<file path="config.mk">
export PLATFORM = sky130hd
export DESIGN_NAME = gpio_bank_ctrl_flat
export DESIGN_NICKNAME = d
export VERILOG_FILES = /design/src/rtl/gpio_bank_ctrl_pkg.sv /design/src/rtl/gpio_bank_ctrl_if.sv /design/src/rtl/gpio_sync_fifo.sv /design/src/rtl/gpio_bank_ctrl.sv /design/src/flat_wrapper.sv
export SDC_FILE = /design/constraint.sdc
export NUM_CORES = 1
export LEC_CHECK = 0
export ABC_AREA = 1
export CAP_MARGIN = 20
export CORE_ASPECT_RATIO = 0.8
export CORE_MARGIN = 2
export CORE_UTILIZATION = 50
export CTS_CLUSTER_SIZE = 8
export DETAILED_ROUTE_END_ITERATION = 6
export PLACE_DENSITY = 0.82
export RECOVER_POWER = 25
export SYNTH_ARGS = -nofsm -noshare
export SYNTH_HDL_FRONTEND = slang
export SYNTH_SLANG_ARGS = --single-unit
</file>
<file path="constraint.sdc">
create_clock -name clk1 -period 1.9 [get_ports clk1]
set_clock_uncertainty 0.1 [all_clocks]
set_input_delay 0.57 -clock clk1 [delete_from_list [all_inputs] [get_ports clk1]]
set_output_delay 0.57 -clock clk1 [all_outputs]
set_load 0.03 [all_outputs]
</file>
<file path="src/rtl/gpio_bank_ctrl_pkg.sv">
// Shared types for the GPIO bank: command opcodes, decoder states and
// the payload-size helper used to derive byte counts from the pin count.
package gpio_bank_ctrl_pkg;

  typedef logic [7:0] byte_t;

  typedef enum logic [7:0] {
    OP_OUT       = 8'h01,
    OP_OE        = 8'h02,
    OP_RISE_MASK = 8'h03,
    OP_FALL_MASK = 8'h04,
    OP_IRQ_CLR   = 8'h05,
    OP_RD_SNAP   = 8'h06,
    OP_ERR_CLR   = 8'h07
  } opcode_t;

  typedef enum logic [1:0] {
    ST_IDLE,
    ST_PAYLOAD,
    ST_EXEC
  } state_t;

  function automatic int nbytes(input int width);
    return (width + 7) / 8;
  endfunction

endpackage

</file>
<file path="src/rtl/gpio_bank_ctrl_if.sv">
// Byte command stream from the deframer plus the read-back FIFO port.
interface gpio_bank_ctrl_if;
  import gpio_bank_ctrl_pkg::*;

  logic  cmd_wr_en;
  byte_t cmd_byte;
  logic  rd_fifo_en;
  byte_t rd_fifo_data;
  logic  rd_fifo_empty;
  logic  rd_fifo_full;

  modport master (
    output cmd_wr_en, cmd_byte, rd_fifo_en,
    input  rd_fifo_data, rd_fifo_empty, rd_fifo_full
  );

  modport slave (
    input  cmd_wr_en, cmd_byte, rd_fifo_en,
    output rd_fifo_data, rd_fifo_empty, rd_fifo_full
  );

endinterface

</file>
<file path="src/rtl/gpio_sync_fifo.sv">
// Synchronous FIFO with registered read data; pointers carry an extra MSB
// so full and empty are distinguished without a separate counter.
module gpio_sync_fifo #(
  parameter int WIDTH = 8,
  parameter int DEPTH = 16
) (
  input  logic             clk,
  input  logic             rst_n,
  input  logic             push,
  input  logic [WIDTH-1:0] push_data,
  input  logic             pop,
  output logic [WIDTH-1:0] rd_data,
  output logic             empty,
  output logic             full,
  output logic             ovf
);

  localparam int AW = $clog2(DEPTH);

  logic [WIDTH-1:0] mem [DEPTH];
  logic [AW:0]      wptr;
  logic [AW:0]      rptr;
  logic             do_push;
  logic             do_pop;

  assign empty   = (wptr == rptr);
  assign full    = (wptr[AW] != rptr[AW]) && (wptr[AW-1:0] == rptr[AW-1:0]);
  assign do_pop  = pop && !empty;
  // A pop in the same cycle frees the slot, so a push on full still lands.
  assign do_push = push && (!full || do_pop);
  assign ovf     = push && !do_push;

  always_ff @(posedge clk or negedge rst_n) begin
    if (!rst_n) begin
      wptr    <= '0;
      rptr    <= '0;
      rd_data <= '0;
    end else begin
      if (do_push) wptr <= wptr + (AW+1)'(1);
      if (do_pop) begin
        rptr    <= rptr + (AW+1)'(1);
        rd_data <= mem[rptr[AW-1:0]];
      end
    end
  end

  always_ff @(posedge clk) begin
    if (do_push) mem[wptr[AW-1:0]] <= push_data;
  end

endmodule

</file>
<file path="src/rtl/gpio_bank_ctrl.sv">
// GPIO bank: byte-command decoder, per-pin OE/OUT and edge masks, synced
// inputs with sticky edge IRQs, and an input snapshot pusher into a byte FIFO.
module gpio_bank_ctrl
  import gpio_bank_ctrl_pkg::*;
#(
  parameter int GPIO_WIDTH = 12,
  parameter int FIFO_DEPTH = 16
) (
  input  logic                  clk1,
  input  logic                  rst_n,
  gpio_bank_ctrl_if.slave       bus,
  input  logic [GPIO_WIDTH-1:0] gpio_in,
  output logic [GPIO_WIDTH-1:0] gpio_oe,
  output logic [GPIO_WIDTH-1:0] gpio_out,
  output logic                  irq,
  output logic                  cmd_err,
  output logic                  rd_ovf
);

  localparam int NBYTES = nbytes(GPIO_WIDTH);
  localparam int SW     = NBYTES * 8;
  localparam int CW     = $clog2(NBYTES + 1);

  state_t                state;
  opcode_t               op;
  logic [SW-1:0]         shreg;
  logic [CW-1:0]         cnt;
  logic [GPIO_WIDTH-1:0] rise_mask;
  logic [GPIO_WIDTH-1:0] fall_mask;
  logic [GPIO_WIDTH-1:0] irq_status;
  logic [GPIO_WIDTH-1:0] sync1;
  logic [GPIO_WIDTH-1:0] sync2;
  logic [GPIO_WIDTH-1:0] prev;
  logic [GPIO_WIDTH-1:0] edges;
  logic [SW-1:0]         shadow;
  logic [CW-1:0]         push_left;
  logic                  push_busy;
  logic                  snap_start;
  logic                  exec_clr;
  logic                  fifo_drop;
  logic                  unused_shreg;

  assign push_busy  = (push_left != '0);
  assign snap_start = (state == ST_IDLE) && bus.cmd_wr_en &&
                      (bus.cmd_byte == OP_RD_SNAP) && !push_busy;
  assign exec_clr   = (state == ST_EXEC) && (op == OP_IRQ_CLR);
  assign edges      = (sync2 & ~prev & rise_mask) | (~sync2 & prev & fall_mask);
  assign unused_shreg = ^shreg;

  always_ff @(posedge clk1 or negedge rst_n) begin
    if (!rst_n) begin
      state     <= ST_IDLE;
      op        <= OP_OUT;
      shreg     <= '0;
      cnt       <= '0;
      gpio_oe   <= '0;
      gpio_out  <= '0;
      rise_mask <= '0;
      fall_mask <= '0;
      cmd_err   <= 1'b0;
      rd_ovf    <= 1'b0;
    end else begin
      case (state)
        ST_IDLE: begin
          if (bus.cmd_wr_en) begin
            case (bus.cmd_byte)
              OP_OUT, OP_OE, OP_RISE_MASK, OP_FALL_MASK, OP_IRQ_CLR: begin
                op    <= opcode_t'(bus.cmd_byte);
                cnt   <= '0;
                state <= ST_PAYLOAD;
              end
              OP_RD_SNAP: if (push_busy) cmd_err <= 1'b1;
              OP_ERR_CLR: begin
                cmd_err <= 1'b0;
                rd_ovf  <= 1'b0;
              end
              default:    cmd_err <= 1'b1;
            endcase
          end
        end
        ST_PAYLOAD: begin
          if (bus.cmd_wr_en) begin
            // LSB byte arrives first, so bytes enter at the top and shift down.
            shreg <= (shreg >> 8) | (SW'(bus.cmd_byte) << (SW - 8));
            if (cnt == CW'(NBYTES - 1)) state <= ST_EXEC;
            else                        cnt   <= cnt + CW'(1);
          end
        end
        ST_EXEC: begin
          case (op)
            OP_OUT:       gpio_out  <= shreg[GPIO_WIDTH-1:0];
            OP_OE:        gpio_oe   <= shreg[GPIO_WIDTH-1:0];
            OP_RISE_MASK: rise_mask <= shreg[GPIO_WIDTH-1:0];
            OP_FALL_MASK: fall_mask <= shreg[GPIO_WIDTH-1:0];
            default:      ;
          endcase
          state <= ST_IDLE;
        end
        default: state <= ST_IDLE;
      endcase
      if (fifo_drop) rd_ovf <= 1'b1;
    end
  end

  always_ff @(posedge clk1 or negedge rst_n) begin
    if (!rst_n) begin
      sync1      <= '0;
      sync2      <= '0;
      prev       <= '0;
      irq_status <= '0;
      irq        <= 1'b0;
    end else begin
      sync1 <= gpio_in;
      sync2 <= sync1;
      prev  <= sync2;
      // New edges are OR-ed after the clear so a same-cycle edge survives.
      if (exec_clr) irq_status <= (irq_status & ~shreg[GPIO_WIDTH-1:0]) | edges;
      else          irq_status <= irq_status | edges;
      irq <= |irq_status;
    end
  end

  always_ff @(posedge clk1 or negedge rst_n) begin
    if (!rst_n) begin
      shadow    <= '0;
      push_left <= '0;
    end else if (snap_start) begin
      shadow    <= SW'(sync2);
      push_left <= CW'(NBYTES);
    end else if (push_busy) begin
      shadow    <= shadow >> 8;
      push_left <= push_left - CW'(1);
    end
  end

  gpio_sync_fifo #(
    .WIDTH (8),
    .DEPTH (FIFO_DEPTH)
  ) u_fifo (
    .clk       (clk1),
    .rst_n     (rst_n),
    .push      (push_busy),
    .push_data (shadow[7:0]),
    .pop       (bus.rd_fifo_en),
    .rd_data   (bus.rd_fifo_data),
    .empty     (bus.rd_fifo_empty),
    .full      (bus.rd_fifo_full),
    .ovf       (fifo_drop)
  );

endmodule

</file>
<file path="src/flat_wrapper.sv">
// flat-port wrapper written by rule: the top's interface ports become plain ports
module gpio_bank_ctrl_flat import gpio_bank_ctrl_pkg::*;
#(
  parameter int GPIO_WIDTH = 12,
  parameter int FIFO_DEPTH = 16
)
  (clk1, rst_n, gpio_in, gpio_oe, gpio_out, irq, cmd_err, rd_ovf, bus_cmd_wr_en, bus_cmd_byte, bus_rd_fifo_en, bus_rd_fifo_data, bus_rd_fifo_empty, bus_rd_fifo_full);
  gpio_bank_ctrl_if bus_i ();
  input  logic clk1;
  input  logic rst_n;
  input  logic [GPIO_WIDTH-1:0] gpio_in;
  output logic [GPIO_WIDTH-1:0] gpio_oe;
  output logic [GPIO_WIDTH-1:0] gpio_out;
  output logic irq;
  output logic cmd_err;
  output logic rd_ovf;
  input wire logic [$bits(bus_i.cmd_wr_en)-1:0] bus_cmd_wr_en;
  input wire logic [$bits(bus_i.cmd_byte)-1:0] bus_cmd_byte;
  input wire logic [$bits(bus_i.rd_fifo_en)-1:0] bus_rd_fifo_en;
  output wire logic [$bits(bus_i.rd_fifo_data)-1:0] bus_rd_fifo_data;
  output wire logic [$bits(bus_i.rd_fifo_empty)-1:0] bus_rd_fifo_empty;
  output wire logic [$bits(bus_i.rd_fifo_full)-1:0] bus_rd_fifo_full;
  assign bus_i.cmd_wr_en = bus_cmd_wr_en;
  assign bus_i.cmd_byte = bus_cmd_byte;
  assign bus_i.rd_fifo_en = bus_rd_fifo_en;
  assign bus_rd_fifo_data = bus_i.rd_fifo_data;
  assign bus_rd_fifo_empty = bus_i.rd_fifo_empty;
  assign bus_rd_fifo_full = bus_i.rd_fifo_full;
  gpio_bank_ctrl #(.GPIO_WIDTH(GPIO_WIDTH), .FIFO_DEPTH(FIFO_DEPTH)) u_core (.clk1(clk1), .rst_n(rst_n), .bus(bus_i), .gpio_in(gpio_in), .gpio_oe(gpio_oe), .gpio_out(gpio_out), .irq(irq), .cmd_err(cmd_err), .rd_ovf(rd_ovf));
endmodule
</file>
==> flow_summary.json, run 1 <==
{
  "drt_iter0_markers": 869,
  "cpMostUsedCell": "nand2_2",
  "vdd_drop_max_uv": 762,
  "vias_per_cell": 5.26,
  "nets": 1372,
  "cts_tree": "done",
  "period_needed_ns": 2.32,
  "synth-edff-count": 128,
  "avgSynthCellArea_sq_um": 9.83,
  "slew_violations": 0,
  "hp-start": "u_core.sync1[5]$_DFF_PN0_",
  "cell_internal_pwr_mw": 13.9,
  "root_buffer": "clkbuf_16",
  "combPwrFrac_pct": 31.4,
  "drive_gt1_share_pct": 14.4,
  "cp-start-kind": "register",
  "switchingPower_mw": 7.54,
  "antenna_found_initial": 0,
  "critPathRequiredTime_ns": 1.23,
  "grt.total_usage_pct": 23.6,
  "ys_async_sr_fraction_pct": 55.4,
  "ys_ff_latch": 287,
  "dr.pass1.iters": 6,
  "die_y_um": 142,
  "power.leakage_nw": 6.97,
  "reg2reg_from": "u_core.u_fifo.wptr[0]$_DFFE_PN0P_",
  "ys_types": 35,
  "max_freq_ghz": 0.432,
  "powerDensity_mw_per_mm2": 1470,
  "drv_cap": 0,
  "synth_nets": 1235,
  "synthCells": 1204,
  "synth_largest_area_cell": "dfrtp_1",
  "regArea_sq_mm": 0.00783,
  "ant_nets": 0,
  "cp.arrival_ns": 1.65,
  "synth_commonest_cells": "394 x nand2_1, 177 x inv_1, 158 x dfrtp_1",
  "r2r_slack_ns": -0.03,
  "routabilityCongestion": 0.906,
  "violations": "negative setup slack",
  "drc_errors": 0,
  "antennaDiodeCount": 0,
  "synthFlopType": "dfrtp_1",
  "num_vias": 8837,
  "multi_input_area_sq_mm": 0.00327,
  "die-area_sq_mm": 0.0249,
  "cts.sinks": 287,
  "crit_path_max_fanout": 3,
  "rows": 50,
  "port_buffers": 60,
  "switching_share_pct": 35.1,
  "grt_max_degree": 68,
  "whs_ns": 0.246,
  "setup_viol": 67,
  "grt-ovfl-total": 0,
  "clk_latency_ns": 0.54,
  "min_path_type": "reg -> reg",
  "h-tree-depth": 2,
  "worst_pin_slew_ns": 1.11,
  "ios": 61,
  "period_share_pct": 122,
  "cpMaxStageDelayCell": "dfrtp_1",
  "hpwl_um": 18100,
  "synth_most_common_cell": "nand2_1",
  "start_util_pct": 50.7,
  "pwr-share-seq_pct": 37.8,
  "final.setup.worst_slack_ns": -0.416,
  "final-hold-violation-count": 0,
  "grt_pass1_vias": 9006,
  "syn_to_final_growth_pct": 23.8,
  "slew_headroom_pct": 26.0,
  "ys_seq_area_share_pct": 66.1,
  "wire_per_inst_um": 17.2,
  "core_sq_mm": 0.0233,
  "clockPowerShare_pct": 30.9,
  "yosysWarnings": 0,
  "place_ws_ns": -0.392,
  "clock_path_buffers": 3,
  "rsz0062_at_grt": "true",
  "syn_area_sq_mm": 0.0118,
  "criticalPathCategory": "reg -> out",
  "drt-total-wl_um": 28900,
  "clk_pin_slew_ns": 0.05,
  "setup.worst_path.end_class": "output port",
  "status": "complete, but fails checks",
  "fillCellCount": 1741,
  "synthTopCellsByArea": "dfrtp_1 33%, edfxtp_1 32%, nand2_1 12%",
  "die_w_um": 176,
  "yosysTopAreaCellShare_pct": 33.4,
  "numCtsBuffers": 41,
  "crit_path_cell_trace": "inv_2 > nand2_2 > nand2_2 > nor2_4 > nand2_1 > nor2_1 > buf_4",
  "setup.worst_path.start": "u_core.u_fifo.wptr[0]$_DFFE_PN0P_",
  "grt_pass1_wl_um": 45900,
  "setup_tns_ns": -1.49,
  "crit_path_max_incr_delay_ns": 0.43
}
==> metrics by stage <==
stage | total power, mW | util [%] | cells | area [sq um]
after global placement | 13.9 | 56.7 | 1606 | 13200
after CTS | 21.0 | 62.4 | 1685 | 14600
after floorplan | 11.9 | - | 1204 | 11800
after detailed placement | 14.1 | 56.7 | 1606 | 13200
final | 21.5 | 62.8 | 1681 | 14700
after global routing | 22.5 | 62.8 | 1681 | 14700
==> cells by family after synthesis <==
| group | after synthesis | share of synthesized area [%] |
|---|---|---|
| simple gates | 584 | 20.9 |
| flops | 287 | 66.1 |
| buf+inv | 224 | 7.48 |
| compound gates | 92 | 4.02 |
| xor+xnor | 9 | 0.666 |
| fa+ha+maj | 7 | 0.740 |
| mux | 1 | 0.0952 |
==> final timing paths <==
kind	end	cells past startpoint
worst max-delay path	bus_rd_fifo_full	7
worst min-delay path	u_core.sync2[5]$_DFF_PN0_	0
worst max register to register	u_core.u_fifo.mem[11][0]$_DFFE_PP_	10
worst min register to register	u_core.sync2[5]$_DFF_PN0_	0
max in group asynchronous	u_core.op[4]$_DFFE_PN0P_	3
min in group asynchronous	u_core.gpio_out[2]$_DFFE_PN0P_	2
==> critical path: cells and delay by family (launching register included) <==
kind                   cells  cell delay [ns]
buffers and inverters      2             0.23
flip-flops                 1             0.43
AND/OR/NAND/NOR            5             0.45
==> cell usage in the layout (no fill, tap or decap), types with 7 or more instances in the layout <==
| cell type | netlist | layout |
|---|---|---|
| nand2_1 | 394 | 389 |
| inv_1 | 177 | 174 |
| dfrtp_1 | 158 | 156 |
| edfxtp_1 | 128 | 128 |
| nand3_1 | 115 | 115 |
| o21ai_0 | 80 | 80 |
| buf_4 | 2 | 51 |
| clkbuf_16 | 0 | 42 |
| clkbuf_1 | 18 | 31 |
| nor2_1 | 45 | 29 |
| clkdlybuf4s15_2 | 0 | 26 |
| nor2_4 | 1 | 16 |
| buf_6 | 2 | 14 |
| dlygate4sd3_1 | 0 | 13 |
| clkdlybuf4s50_1 | 0 | 10 |
| buf_2 | 17 | 9 |
| nand4_1 | 7 | 7 |
| buf_12 | 0 | 7 |
==> cell type report <==
type	count	share of cell area, %
Multi-Input combinational cell	693	22.3
Sequential cell	287	53.4
Inverter	182	4.66
Timing Repair Buffer	136	8.83
Clock inverter	3	0.427
Clock buffer	68	7.69
Tap cell	312	2.66
==> routing by layer <==
metal / track usage [%] / wire length, um / up-vias
met5: 0 / 0 / -
li1: - / - / 4112
met3: 4.47 / 2270 / 83
met4: 8.00 / 920 / 0
met2: 38.9 / 13900 / 383
met1: 31.7 / 11900 / 4259
==> registers in the layout, summed over array words and instances, names as in the netlist, 5 cells and up <==
name and cells:
u_core.u_fifo.mem 128, u_core.shreg 16, u_core.fall_mask 12, u_core.gpio_oe 12
u_core.gpio_out 12, u_core.irq_status 12, u_core.prev 12, u_core.rise_mask 12
u_core.shadow 12, u_core.sync1 12, u_core.sync2 12, u_core.op 8
u_core.u_fifo.rd_data 8, u_core.u_fifo.rptr 5, u_core.u_fifo.wptr 5
==> power groups by stage <==
stage               registers [mW]  logic [mW]  clock network, mW
floorplan                     8.32        3.59                  0
global placement              8.13        5.74                  0
detailed placement            8.17        5.94                  0
CTS                           8.09        6.20               6.71
global route                  8.19        7.35               7.01
finish                        8.11        6.73               6.62
==> repair_timing <==
action / CTS / global route
pin swaps: 2 / 5
gates cloned: 0 / 1
endpoints found under the setup margin: 45 / 146
setup buffers: 7 / 3
hold endpoints to repair: 38 / 0
gates resized for setup: 120 / 63
hold buffers: 1 / 0
Power figures use the tool's default switching activity.
==> run 2: changes to the inputs <==
--- a/config.mk
+++ b/config.mk
@@ -8,12 +8,13 @@
 export ABC_AREA = 1
 export CAP_MARGIN = 20
 export CORE_ASPECT_RATIO = 0.8
-export CORE_MARGIN = 2
+export CORE_MARGIN = 10
 export CORE_UTILIZATION = 50
 export CTS_CLUSTER_SIZE = 8
 export DETAILED_ROUTE_END_ITERATION = 6
 export PLACE_DENSITY = 0.82
 export RECOVER_POWER = 25
+export SLEW_MARGIN = 20
 export SYNTH_ARGS = -nofsm -noshare
 export SYNTH_HDL_FRONTEND = slang
 export SYNTH_SLANG_ARGS = --single-unit
==> run 2 against run 1 <==
  * The flow still finishes with violations (negative setup slack)
  * Final cell count increased by 0.48%
  * Total power decreased by 1.6%
  * Non-clock buffer count increased by 8
  * Core utilization about the same
  * Via count increased by 0.37%
  * Final area about the same
  * Critical path type unchanged
  * Largest cell class unchanged
==> flow_summary.json, run 2 (synthesis results as in run 1) <==
{
  "most-common-layout-cells": "389 x nand2_1, 173 x inv_1, 156 x dfrtp_1",
  "slew_headroom_pct": 17.6,
  "grt_max_degree": 52,
  "clk_latency_ns": 0.52,
  "hp-start": "u_core.sync1[11]$_DFF_PN0_",
  "busiest_layer": "met2",
  "antennaDiodeCount": 0,
  "grt.total_usage_pct": 19.0,
  "drt-total-wl_um": 28700,
  "root_buffer": "clkbuf_16",
  "start_util_pct": 50.7,
  "final-hold-violation-count": 0,
  "critPathRequiredTime_ns": 1.23,
  "p_total_mw": 21.1,
  "hpwl_um": 18300,
  "setup.worst_path.end_class": "output port",
  "cts.sinks": 287,
  "die-area_sq_mm": 0.0303,
  "criticalPathCategory": "reg -> out",
  "final_util_pct": 62.8,
  "final_common_cell": "nand2_1",
  "core_sq_mm": 0.0233,
  "cp.arrival_ns": 1.64,
  "nets": 1380,
  "syn_to_final_growth_pct": 23.8,
  "r2r_slack_ns": -0.02,
  "period_share_pct": 122,
  "power.leakage_nw": 6.98,
  "grt_use_met3_pct": 4.66,
  "drv_cap": 0,
  "dr.pass1.iters": 5,
  "grt_pass1_vias": 8968,
  "worst_pin_slew_ns": 1.24,
  "clock_path_buffers": 3,
  "vias_per_cell": 5.25,
  "period_needed_ns": 2.31,
  "numCtsBuffers": 41,
  "use_met2_pct": 30.1,
  "cp-start-kind": "register",
  "rsz0062_at_grt": "true",
  "clk_pin_slew_ns": 0.05,
  "wire_per_inst_um": 17.0,
  "slew_violations": 0,
  "violations": "negative setup slack",
  "ant_nets": 0,
  "crit_path_max_fanout": 3,
  "drive_gt1_share_pct": 14.5,
  "drt_iter0_markers": 940,
  "rows": 50,
  "grt-ovfl-total": 0,
  "num_vias": 8870,
  "reg2reg_from": "u_core.u_fifo.rptr[1]$_DFFE_PN0P_",
  "status": "complete, but fails checks",
  "setup.worst_path.start": "u_core.u_fifo.wptr[2]$_DFFE_PN0P_",
  "antenna_found_initial": 0,
  "routabilityCongestion": 0.937,
  "max_freq_ghz": 0.432,
  "min_path_type": "reg -> reg",
  "final.setup.worst_slack_ns": -0.412,
  "h-tree-depth": 2,
  "place_ws_ns": -0.360,
  "port_buffers": 60,
  "setup_viol": 10,
  "die_y_um": 158,
  "powerDensity_mw_per_mm2": 1440,
  "vdd_drop_max_uv": 878,
  "cts_tree": "done",
  "grt_pass1_wl_um": 46000,
  "ios": 61,
  "fin_cells": 1689,
  "placed_cells": 1606,
  "die_w_um": 192,
  "largest_reg_flops": 128,
  "drc_errors": 0,
  "use_met1_pct": 25.0
}
run 2: cell types whose count changed in the layout (fill, tap and decap cells not counted), sizes merged:
| cell | previous run | this run |
|---|---|---|
| inv | 180 | 182 |
| buf | 81 | 80 |
| clkinv | 5 | 2 |
| clkbuf | 74 | 75 |
| clkdlybuf4s15 | 26 | 35 |
run 2: path summary, 6_finish.rpt:
check,to,cells after the start
worst min register to register,u_core.sync2[11]$_DFF_PN0_,0
worst max-delay path,bus_rd_fifo_full,5
max in group asynchronous,u_core.u_fifo.rptr[0]$_DFFE_PN0P_,2
worst min-delay path,u_core.sync2[11]$_DFF_PN0_,0
worst max register to register,u_core.u_fifo.mem[0][1]$_DFFE_PP_,10
min in group asynchronous,u_core.gpio_out[11]$_DFFE_PN0P_,2
run 2: area by class of cell:
cell class                      count  area, sq um
Clock buffer                       69         1130
Timing Repair Buffer              144         1420
Inverter                          182          683
Fill cell                        1758         8680
Clock inverter                      2         17.5
Multi-Input combinational cell    693         3190
Tap cell                          312          390
Sequential cell                   287         7830
run 2: timing repair:
action / in CTS / in global routing
cloned: 0 / 2
buffers inserted: 4 / 5
gates resized for setup: 109 / 33
pin swaps: 5 / 4
hold buffers: 1 / 0
endpoints found under the setup margin: 37 / 69
endpoints found under the hold margin: 31 / 0
run 2: critical path, cell delays in order, from the launching register on:
cell,delay [ns]
dfrtp_1,0.41
xor2_1,0.18
nor2_2,0.23
nand2_1,0.08
nor2_1,0.08
buf_4,0.16
run 2: report_power, final:
part	internal, mW	total, mW	switching [mW]
Clock	4.01	6.49	2.49
Combinational	2.29	6.54	4.24
Sequential	7.59	8.10	0.503
run 2: stage by stage:
step	cell area (sq um)	hold slack [ns]	setup TNS [ns]
2_1_floorplan	11800	0.174	-10.55
3_3_place_gp	13200	0.234	-35.70
3_5_place_dp	13200	0.236	-41.93
4_1_cts	14500	0.240	-0.763
5_1_grt	14700	0.241	-5.40
6_report	14700	0.236	-0.919
run 2: metal layers:
| layer | up-vias | share of wire, % |
|---|---|---|
| li1 | 4127 | - |
| met1 | 4238 | 42 |
| met2 | 428 | 46 |
| met3 | 77 | 9.4 |
| met4 | 0 | 2.4 |
| met5 | - | 0 |
